==> config.mk <==
export PLATFORM = sky130hd
export DESIGN_NAME = jkff_bank_flat
export DESIGN_NICKNAME = d
export VERILOG_FILES = /design/src/rtl/jkff_bank_if.sv /design/src/rtl/jkff_bank.sv /design/src/flat_wrapper.sv
export SDC_FILE = /design/constraint.sdc
export NUM_CORES = 1
export LEC_CHECK = 0
export CAP_MARGIN = 10
export CORE_MARGIN = 4
export CORE_UTILIZATION = 39
export DETAILED_ROUTE_END_ITERATION = 8
export PLACE_DENSITY = 0.76
export REMOVE_ABC_BUFFERS = 1
export SETUP_SLACK_MARGIN = 0.2
export SYNTH_ARGS = -nofsm -noshare
export SYNTH_HDL_FRONTEND = slang
export SYNTH_SLANG_ARGS = --single-unit
==> constraint.sdc <==
create_clock -name clk -period 2 [get_ports clk]
set_clock_uncertainty 0.05 [all_clocks]
set_input_delay 0.6 -clock clk [delete_from_list [all_inputs] [get_ports clk]]
set_output_delay 0.6 -clock clk [all_outputs]
set_load 0.005 [all_outputs]
==> src/rtl/jkff_bank_if.sv <==
// -----------------------------------------------------------------------------
// jkff_bank_if
// Bundles the data/control signals of a jkff_bank. clk and rst_n stay plain
// ports on the bank itself.
//
// Signals (direction seen from the bank, i.e. the slave modport):
//   en       in   update enable; 0 = hold (load still honoured)
//   mode     in   00 JK, 01 D, 10 T, 11 modulo up/down counter
//   jk       in   per-bit pair, jk[2i+1] = J_i, jk[2i] = K_i
//   d        in   D data / T toggle mask / parallel load data
//   load     in   parallel load of d into q (beats en)
//   dir      in   count direction in mode 11: 1 up, 0 down
//   q        out  registered state
//   qb       out  ~q
//   tc       out  terminal count (combinational)
//   changed  out  registered, 1 for one cycle after q changed
// -----------------------------------------------------------------------------
interface jkff_bank_if #(
  parameter int WIDTH = 4
);
  logic               en;
  logic [1:0]         mode;
  logic [2*WIDTH-1:0] jk;
  logic [WIDTH-1:0]   d;
  logic               load;
  logic               dir;
  logic [WIDTH-1:0]   q;
  logic [WIDTH-1:0]   qb;
  logic               tc;
  logic               changed;

  // Driver side (testbench or surrounding logic).
  modport master (
    output en, mode, jk, d, load, dir,
    input  q, qb, tc, changed
  );

  // The flip-flop bank.
  modport slave (
    input  en, mode, jk, d, load, dir,
    output q, qb, tc, changed
  );
endinterface

==> src/rtl/jkff_bank.sv <==
// -----------------------------------------------------------------------------
// jkff_bank
// A bank of WIDTH flip-flops on one clock that can behave, selected at run
// time, as independent JK, D or T flip-flops or as a synchronous modulo
// up/down counter. Parallel load and a synchronous active-low reset are
// available in every mode.
//
// Parameters:
//   WIDTH      number of bits, 1..16
//   RESET_VAL  value of q after reset
//   MODULUS    counter modulus in count mode, 2..2**WIDTH
//
// Ports:
//   clk    in   rising-edge clock
//   rst_n  in   synchronous reset, active-low
//   bus    slave side of jkff_bank_if (en, mode, jk, d, load, dir in;
//          q, qb, tc, changed out)
//
// Edge priority: reset, then load, then en, otherwise hold.
// -----------------------------------------------------------------------------
module jkff_bank #(
  parameter int               WIDTH     = 4,
  parameter logic [WIDTH-1:0] RESET_VAL = '0,
  parameter int               MODULUS   = 2 ** WIDTH
) (
  input  logic        clk,
  input  logic        rst_n,
  jkff_bank_if.slave  bus
);

  typedef enum logic [1:0] {
    MODE_JK  = 2'b00,
    MODE_D   = 2'b01,
    MODE_T   = 2'b10,
    MODE_CNT = 2'b11
  } mode_e;

  // Largest legal count value; MODULUS <= 2**WIDTH so it always fits.
  localparam logic [WIDTH-1:0] MAX_VAL = WIDTH'(MODULUS - 1);

  logic [WIDTH-1:0] q_q, q_d;
  logic             changed_q, changed_d;
  logic [WIDTH-1:0] jk_next;
  logic [WIDTH-1:0] cnt_next;
  mode_e            mode_s;

  assign mode_s = mode_e'(bus.mode);

  // ---------------------------------------------------------------------------
  // Per-bit JK behaviour. Each bit only looks at its own J/K pair and its own
  // current value, so the bits are fully independent.
  // ---------------------------------------------------------------------------
  always_comb begin
    // NOTE: every variable written here gets a default first so that no path
    // leaves it unassigned, which would otherwise infer a latch.
    jk_next = q_q;
    for (int i = 0; i < WIDTH; i++) begin
      case (bus.jk[2*i +: 2])
        2'b00:   jk_next[i] = q_q[i];   // J=0 K=0 hold
        2'b01:   jk_next[i] = 1'b0;     // J=0 K=1 reset
        2'b10:   jk_next[i] = 1'b1;     // J=1 K=0 set
        default: jk_next[i] = ~q_q[i];  // J=1 K=1 toggle
      endcase
    end
  end

  // ---------------------------------------------------------------------------
  // Modulo counter. Up-count uses >= so an out-of-range value (only reachable
  // via load or RESET_VAL) wraps to 0; down-count of such a value simply
  // decrements. Arithmetic stays WIDTH bits, carry is dropped.
  // ---------------------------------------------------------------------------
  always_comb begin
    cnt_next = q_q;
    if (bus.dir) begin
      cnt_next = (q_q >= MAX_VAL) ? '0 : q_q + WIDTH'(1);
    end else begin
      cnt_next = (q_q == '0) ? MAX_VAL : q_q - WIDTH'(1);
    end
  end

  // ---------------------------------------------------------------------------
  // Next-state selection: load beats en; en = 0 holds. Reset is applied in the
  // register process.
  // ---------------------------------------------------------------------------
  always_comb begin
    q_d = q_q;
    if (bus.load) begin
      q_d = bus.d;
    end else if (bus.en) begin
      case (mode_s)
        MODE_JK:  q_d = jk_next;
        MODE_D:   q_d = bus.d;
        MODE_T:   q_d = q_q ^ bus.d;
        MODE_CNT: q_d = cnt_next;
        default:  q_d = q_q;
      endcase
    end
  end

  assign changed_d = (q_d != q_q);

  // ---------------------------------------------------------------------------
  // State register with synchronous active-low reset.
  // ---------------------------------------------------------------------------
  always_ff @(posedge clk) begin
    // NOTE: non-blocking assignments so every register samples the values
    // from before this edge, independent of statement order.
    if (!rst_n) begin
      // NOTE: reset is synchronous here, so there is no reset in the
      // sensitivity list and q is unknown until the first clock edge.
      q_q       <= RESET_VAL;
      changed_q <= 1'b0;
    end else begin
      q_q       <= q_d;
      changed_q <= changed_d;
    end
  end

  // ---------------------------------------------------------------------------
  // Outputs. tc flags the count value that is about to wrap, but only when the
  // coming edge will really perform a count (no reset, no load, enabled).
  // ---------------------------------------------------------------------------
  assign bus.q       = q_q;
  assign bus.qb      = ~q_q;
  assign bus.changed = changed_q;
  assign bus.tc      = rst_n && !bus.load && bus.en && (mode_s == MODE_CNT) &&
                       (bus.dir ? (q_q == MAX_VAL) : (q_q == '0));

endmodule

==> src/flat_wrapper.sv <==
// flat-port wrapper written by rule: the top's interface ports become plain ports
module jkff_bank_flat 
#(
  parameter int               WIDTH     = 4,
  parameter logic [WIDTH-1:0] RESET_VAL = '0,
  parameter int               MODULUS   = 2 ** WIDTH
)
  (clk, rst_n, bus_en, bus_mode, bus_jk, bus_d, bus_load, bus_dir, bus_q, bus_qb, bus_tc, bus_changed);
  jkff_bank_if #(.WIDTH(WIDTH)) bus_i ();
  input  logic clk;
  input  logic rst_n;
  input wire logic [$bits(bus_i.en)-1:0] bus_en;
  input wire logic [$bits(bus_i.mode)-1:0] bus_mode;
  input wire logic [$bits(bus_i.jk)-1:0] bus_jk;
  input wire logic [$bits(bus_i.d)-1:0] bus_d;
  input wire logic [$bits(bus_i.load)-1:0] bus_load;
  input wire logic [$bits(bus_i.dir)-1:0] bus_dir;
  output wire logic [$bits(bus_i.q)-1:0] bus_q;
  output wire logic [$bits(bus_i.qb)-1:0] bus_qb;
  output wire logic [$bits(bus_i.tc)-1:0] bus_tc;
  output wire logic [$bits(bus_i.changed)-1:0] bus_changed;
  assign bus_i.en = bus_en;
  assign bus_i.mode = bus_mode;
  assign bus_i.jk = bus_jk;
  assign bus_i.d = bus_d;
  assign bus_i.load = bus_load;
  assign bus_i.dir = bus_dir;
  assign bus_q = bus_i.q;
  assign bus_qb = bus_i.qb;
  assign bus_tc = bus_i.tc;
  assign bus_changed = bus_i.changed;
  jkff_bank #(.WIDTH(WIDTH), .RESET_VAL(RESET_VAL), .MODULUS(MODULUS)) u_core (.clk(clk), .rst_n(rst_n), .bus(bus_i));
endmodule
==> results_dict.tcl <==
set metrics [dict create \
    crit_fanout 5 \
    grt_pass1_wl_um 4823 \
    wire_per_inst_um 16.49 \
    clkTransAtPathRegs_ns 0.04 \
    p_sw_share_pct 35.23 \
    synth_edf_count 0 \
    dp_slack_ns -0.8633 \
    yosysUniqueCellTypes 42 \
    synth_top_area_share_pct 13.40 \
    synthSimpleGateAreaFrac_pct 25.29 \
    rows 15 \
    yosysSeqAreaShare_pct 13.40 \
    cts_tree "done" \
    grt_max_degree 14 \
    final_common_cell "buf_4" \
    num_vias 1092 \
    antenna_found_initial 0 \
    p_int_mw 0.3900 \
    area_growth_pct 101.3 \
    ir_drop_uv 349.6 \
    combPwrFrac_pct 61.0 \
    avgSynthCellArea_um2 7.047 \
    rsz0062_at_grt "true" \
    die_area_um2 2680 \
    routed-wl-met3_um 221 \
    synth_top_family_by_area "compound AO/OA/AOI/OAI gates" \
    finalSetupViolCount 0 \
    cts_root_buffer "clkbuf_4" \
    drtIter0Drc 25 \
    core_um2 1764 \
    synth_area_leaders "dfxtp_1 13%, xnor2_1 7.0%, a21oi_1 6.7%, mux2i_1 5.4%, nor2_1 5.0%" \
    endpoint_kind "register" \
    dr.pass1.iters 4 \
    final_cell_area_um2 1504 \
    synth_top_area_cell "dfxtp_1" \
    synthAdderAreaFrac_pct 3.350 \
    fin_cells 194 \
    max_slew_margin_pct 80.75 \
    hold_slack_ns 0.7771 \
    finalCriticalPeriod_ns 1.994 \
    maxCapViolations 0 \
    cp.required_ns 2.07 \
    grt_pass1_vias 1092 \
    vias_per_cell 5.629 \
    highest_layer "met4" \
    fp.dieW_um 51.77 \
    status "finished, final reports clean" \
    netlist_instances 106 \
    hpwl_um 2137 \
    htreeDepth 1 \
    start_util_pct 42.34 \
    startpoint_type "register" \
    syn_area_um2 747.0 \
    slowest_stage "or4b_1" \
    setup_ws_ns 0.006389 \
    dp_cells 184 \
    insertion_delay_ns 0.24 \
    ys_ff_latch 5 \
    ys.flop_type "dfxtp_1" \
    cp_data_arrival_time_ns 2.07 \
    cts_inserted_buffers 3 \
    final_net_count 191 \
    slew_viol_final 0 \
    wl_um 3200 \
    die_height_um 51.77 \
    grt_overflow_total 0 \
    fmax_mhz 501.6 \
    p_total_mw 0.6020 \
    fin_setup_tns_ns 0 \
    p_per_area_nw_per_um2 400.3 \
    placed_area_um2 1257 \
    met2WireLength_um 1681 \
    path_cells "buf_4, or4b_1, o211ai_1, a221o_1, a21oi_2, xnor2_1, a211o_1" \
    max_stage_delay_ns 0.46 \
    synthXorXnorAreaFrac_pct 9.380 \
    clockBufferDepth 2 \
    async_flop_share_pct 0 \
    ios 29 \
    clock-sinks 5 \
    p_seq_share_pct 20.3 \
    ant_nets 0 \
    diodes 0 \
    ys_warn_count 0 \
    tightestPinTransition_ns 0.2882 \
    port-buffer-count 28 \
    grt_use_total_pct 23.85 \
    finalHoldViolations 0 \
    critPathKind "register to register" \
    fin_crit_sh_pct 99.68 \
    routabilityCongestion 0.9515 \
    p_leak_nw 0.6844 \
    clkPwrFrac_pct 18.6 \
    synth_compound_area_share_pct 29.65 \
    synth_mux_area_share_pct 6.868 \
    most-common-layout-cells "33 x buf_4, 12 x dlygate4sd2_1, 8 x a21oi_1" \
    drcViolationCount 0 \
    drive_gt1_share_pct 47.34 \
    fin_util_pct 85.25 \
    postCtsHoldBufs 0 \
    switchingPower_mw 0.2121 \
    hold_class "input port to register" \
    met1_length_um 1212 \
]
## Yosys cell counts (3+ instances only)
cell	number
a21oi_1	10
nor2_1	10
nand2_1	8
inv_1	6
xnor2_1	6
dfxtp_1	5
o21ai_0	5
mux2i_1	4
nor3_1	4
clkbuf_1	3
nor2b_1	3
## power by group through the flow
| stage | sequential [mW] | combinational (mW) | clock (mW) |
|---|---|---|---|
| 2_1_floorplan | 0.127 | 0.108 | 0 |
| 3_3_place_gp | 0.120 | 0.288 | 0 |
| 3_5_place_dp | 0.121 | 0.295 | 0 |
| 4_1_cts | 0.121 | 0.328 | 0.116 |
| 5_1_grt | 0.123 | 0.394 | 0.123 |
| 6_report | 0.122 | 0.367 | 0.112 |
## worst max-delay path: cells and delay by family, from the launching register on
kind | cells | cell delay (ns)
AOI/OAI and AO/OA | 4 | 0.72
and+or+nand+nor | 1 | 0.46
DFF | 1 | 0.36
buffers and inverters | 1 | 0.16
xor gates and xnor gates | 1 | 0.13
## kinds of logic (layout without fill, tap and decap cells)
logic type | Yosys count | in the layout
mux | 5 | 5
simple gates | 36 | 36
flops | 5 | 5
fa+ha+maj | 2 | 2
buf+inv | 17 | 80
compound gates | 33 | 33
xor+xnor | 8 | 8
## layout make-up
cell class                 instances  area (um2)
clock buffer                       4       26.28
inverter                           7       31.28
fill                             101       260.3
tap                               25       31.28
multi-input combinational         84       699.4
sequential                         5       115.1
timing repair buffer              69       600.6
## metal layers
layer  vias up  GRT usage, %
met5         -             0
met4         0         11.79
met3        15         3.438
met2        58         44.07
met1       518         26.17
li1        501             -
## final timing paths
path	from	endpoint	slack (ns)	cells after the start
worst max-delay path	u_core.bus.q[1]	u_core.bus.changed	0.006	7
worst min-delay path	bus_load	u_core.bus.q[0]	0.78	4
worst max register to register	u_core.bus.q[1]	u_core.bus.changed	0.006	7
worst min register to register	u_core.bus.q[0]	u_core.bus.q[0]	0.79	5
## state kept, by name (all words and copies together) (netlist names)
| register | cells |
|---|---|
| u_core.bus.q | 4 |
| u_core.bus.changed | 1 |
## repair_timing
action                                  4_1_cts  5_1_grt
resized for setup                            67       22
pin swaps                                    18        7
endpoints found under the setup margin       14        7
buffers inserted                              6        0
Note: power is estimated with default switching activity, not from simulation.
==> variant (config.mk and constraints unchanged) <==
`WIDTH` is set to 4 in 3 places; all go to 5.
--- a/src/rtl/jkff_bank_if.sv
+++ b/src/rtl/jkff_bank_if.sv
@@ -16,7 +16,7 @@
 //   changed  out  registered, 1 for one cycle after q changed
 // -----------------------------------------------------------------------------
 interface jkff_bank_if #(
-  parameter int WIDTH = 4
+  parameter int WIDTH = 5
 );
   logic               en;
   logic [1:0]         mode;
--- a/src/rtl/jkff_bank.sv
+++ b/src/rtl/jkff_bank.sv
@@ -19,7 +19,7 @@
 // Edge priority: reset, then load, then en, otherwise hold.
 // -----------------------------------------------------------------------------
 module jkff_bank #(
-  parameter int               WIDTH     = 4,
+  parameter int               WIDTH     = 5,
   parameter logic [WIDTH-1:0] RESET_VAL = '0,
   parameter int               MODULUS   = 2 ** WIDTH
 ) (
--- a/src/flat_wrapper.sv
+++ b/src/flat_wrapper.sv
@@ -1,7 +1,7 @@
 // flat-port wrapper written by rule: the top's interface ports become plain ports
 module jkff_bank_flat 
 #(
-  parameter int               WIDTH     = 4,
+  parameter int               WIDTH     = 5,
   parameter logic [WIDTH-1:0] RESET_VAL = '0,
   parameter int               MODULUS   = 2 ** WIDTH
 )
Ports: changed (resized bus_d, bus_jk, bus_q and bus_qb); port bits go from 29 to 34. The function was not compared with the original's and may differ.
==> variant against the unedited design <==
- the run now ends with setup timing left
- worst setup slack worse by 0.46 ns
- cell area is 28% higher
- synthesized cell count rose by 32%
- routed wire length grew 81%
- power grew 32%
- sequential cell count rose by 1
- via count increased by 53%
- core utilization is 1.8 points lower
- synthesized area increased by 31%
- critical path type is now flip-flop to output pin
- largest cell class unchanged
==> variant: results (changes against the unedited design) <==
Cells after DPL=225 (+22%); aggregate global-route resource usage=30.5% (+6.7 points); detailed route wirelength on metal3=772 µm (+250%); worst setup margin=-0.457 ns (-0.463 ns); vias in the first global route=1552 (+42%); number of antenna diodes=0 (unchanged); antenna violations before repair=0 (unchanged); flip-flop count of the largest register, all copies and words added=5 (+1); leakage power of the design=0.812 nW (+19%); H-tree level count=1 (unchanged); dominant cells by area after synthesis=dfxtp_1, xnor2_1, nand2_1; Clock Latency Late Sink=0.26 ns (+0.02 ns); placed wire-length estimate after detailed placement=3130 µm (+46%); detailed-route wire length=5800 µm (+81%); mux contribution to synthesized area=3.06% (-3.8 points); top cells by instance count after synthesis=nand2_1, o21ai_0, a21oi_1; dpl cell area=1550 µm² (+23%); worst vdd ir=0.343 mV (-2.0%); Top Metal Used=met4; Adder-Cell Fraction of Synth Area=3.83% (+0.48 points); layout cells sized above 1=45.2% (-2.1 points); maximum number of pins on one net before global-route repair=10 (-4); vias post-DR=1674 (+53%); share of synthesized flip-flops with an asynchronous set or reset=0% (unchanged); Via-to-Cell Ratio=6.78 (+20%); run status=complete, but fails checks; critical path's slowest cell=or3b_4; global placement routability congestion=0.965 (+1.4%); proportion of synthesized chip area in sequential cells=12.2% (-1.2 points); Post-Syn Area per Cell=7.01 µm² (-0.57%); min-delay worst type=flip-flop to flip-flop; TritonRoute pass-1 iters=5 (+1); register clock-pin slew on the reported worst setup and hold paths=0.06 ns (+0.02 ns); wire length on met1=1990 µm (+64%); worst-case headroom to the max-slew limit=66.6% (-14 points); warnings from Yosys=0 (unchanged); first-pass GRT wire length=7910 µm (+64%); clock root buffer master=clkbuf_4; number of buffers between clock root and the deepest sink=2 (unchanged); Req. time, crit path=1.35 ns (-0.72 ns); crit-path max FO=4 (-1); synthesized-area fraction occupied by xor and xnor cells=7.14% (-2.2 points); stage delay of the slowest cell on the critical path=0.39 ns (-0.07 ns); violated checks=setup timing; synth unique cells=51 (+21%); synthesized-area fraction occupied by ao, oa, aoi and oai cells=32.9% (+3.3 points); count of buffers from port buffering=33 (+18%); wire length on met2=2560 µm (+52%); Final setup viols=7 (+7); number of buffers added by the clock tree synthesis step=3 (unchanged); violation count after the first detailed-routing iteration=190 (+660%); number of nets in the final layout=246 (+29%)
==> variant: cell types whose count changed after synthesis, moves of 4 or more <==
cell / delta
nand2b_1: +4
nand4_1: +4
nand2_1: +5
nor2_1: -8
o21ai_0: +4
==> variant: final cells by class <==
class	count	area (µm²)
tap	28	35.0
clock buffer	3	22.5
inverter	8	37.5
multi-input combinational	113	916
timing repair buffer	89	782
sequential	6	125
fill	132	379
==> variant: worst paths after layout <==
path,startpoint,end,slack (ns),depth (start not counted)
worst min-delay path,u_core.bus.q[2],u_core.bus.q[2],0.84,4
worst max-delay path,u_core.bus.q[0],bus_tc,-0.46,6
worst max register to register,u_core.bus.q[1],u_core.bus.changed,-0.31,11
worst min register to register,u_core.bus.q[2],u_core.bus.q[2],0.84,4
==> variant: cell families after synthesis <==
group,after synthesis
AO/OA/AOI/OAI,47
XOR/XNOR,8
adder cells (fa/ha/maj),3
buffers and inverters,21
flip-flops,6
multiplexers,3
AND/OR/NAND/NOR,52
==> variant: routing by layer <==
layer | vias up | track usage, %
li1 | 683 | -
met1 | 759 | 39.4
met2 | 177 | 53.2
met3 | 55 | 2.45
met4 | 0 | 9.93
met5 | - | 0
==> variant: per-stage QoR <==
step | power (mW) | setup slack (ns) | hold slack (ns) | utilization, % | setup TNS (ns)
global route | 0.813 | -0.516 | 0.833 | 83.5 | -1.69
CTS | 0.700 | -0.466 | 0.786 | 79.2 | -0.870
detailed placement | 0.509 | -0.749 | 0.657 | 67.6 | -3.53
global placement | 0.502 | -0.734 | 0.645 | 67.6 | -3.38
finish | 0.793 | -0.457 | 0.838 | 83.5 | -1.25
floorplan | 0.296 | -0.254 | 0.539 | - | -0.429
==> variant: critical path: cells and delay by family (launching register included) <==
| family | cells | cell delay [ns] |
|---|---|---|
| compound gates | 1 | 0.12 |
| buf+inv | 2 | 0.20 |
| simple gates | 2 | 0.76 |
| fa+ha+maj | 1 | 0.13 |
| flops | 1 | 0.33 |
==> variant: timing repair <==
item | in CTS | in global routing
buffers inserted | 13 | 6
setup endpoints to repair | 17 | 11
pin swaps | 19 | 10
cloned | 0 | 0
gates resized for setup | 68 | 22
==> variant: power breakdown <==
part,switching [mW],leakage (nW),internal (mW)
Clock,0.0679,0.0138,0.0695
Combinational,0.252,0.747,0.258
Sequential,0.0131,0.0511,0.132
Total,0.333,0.812,0.460
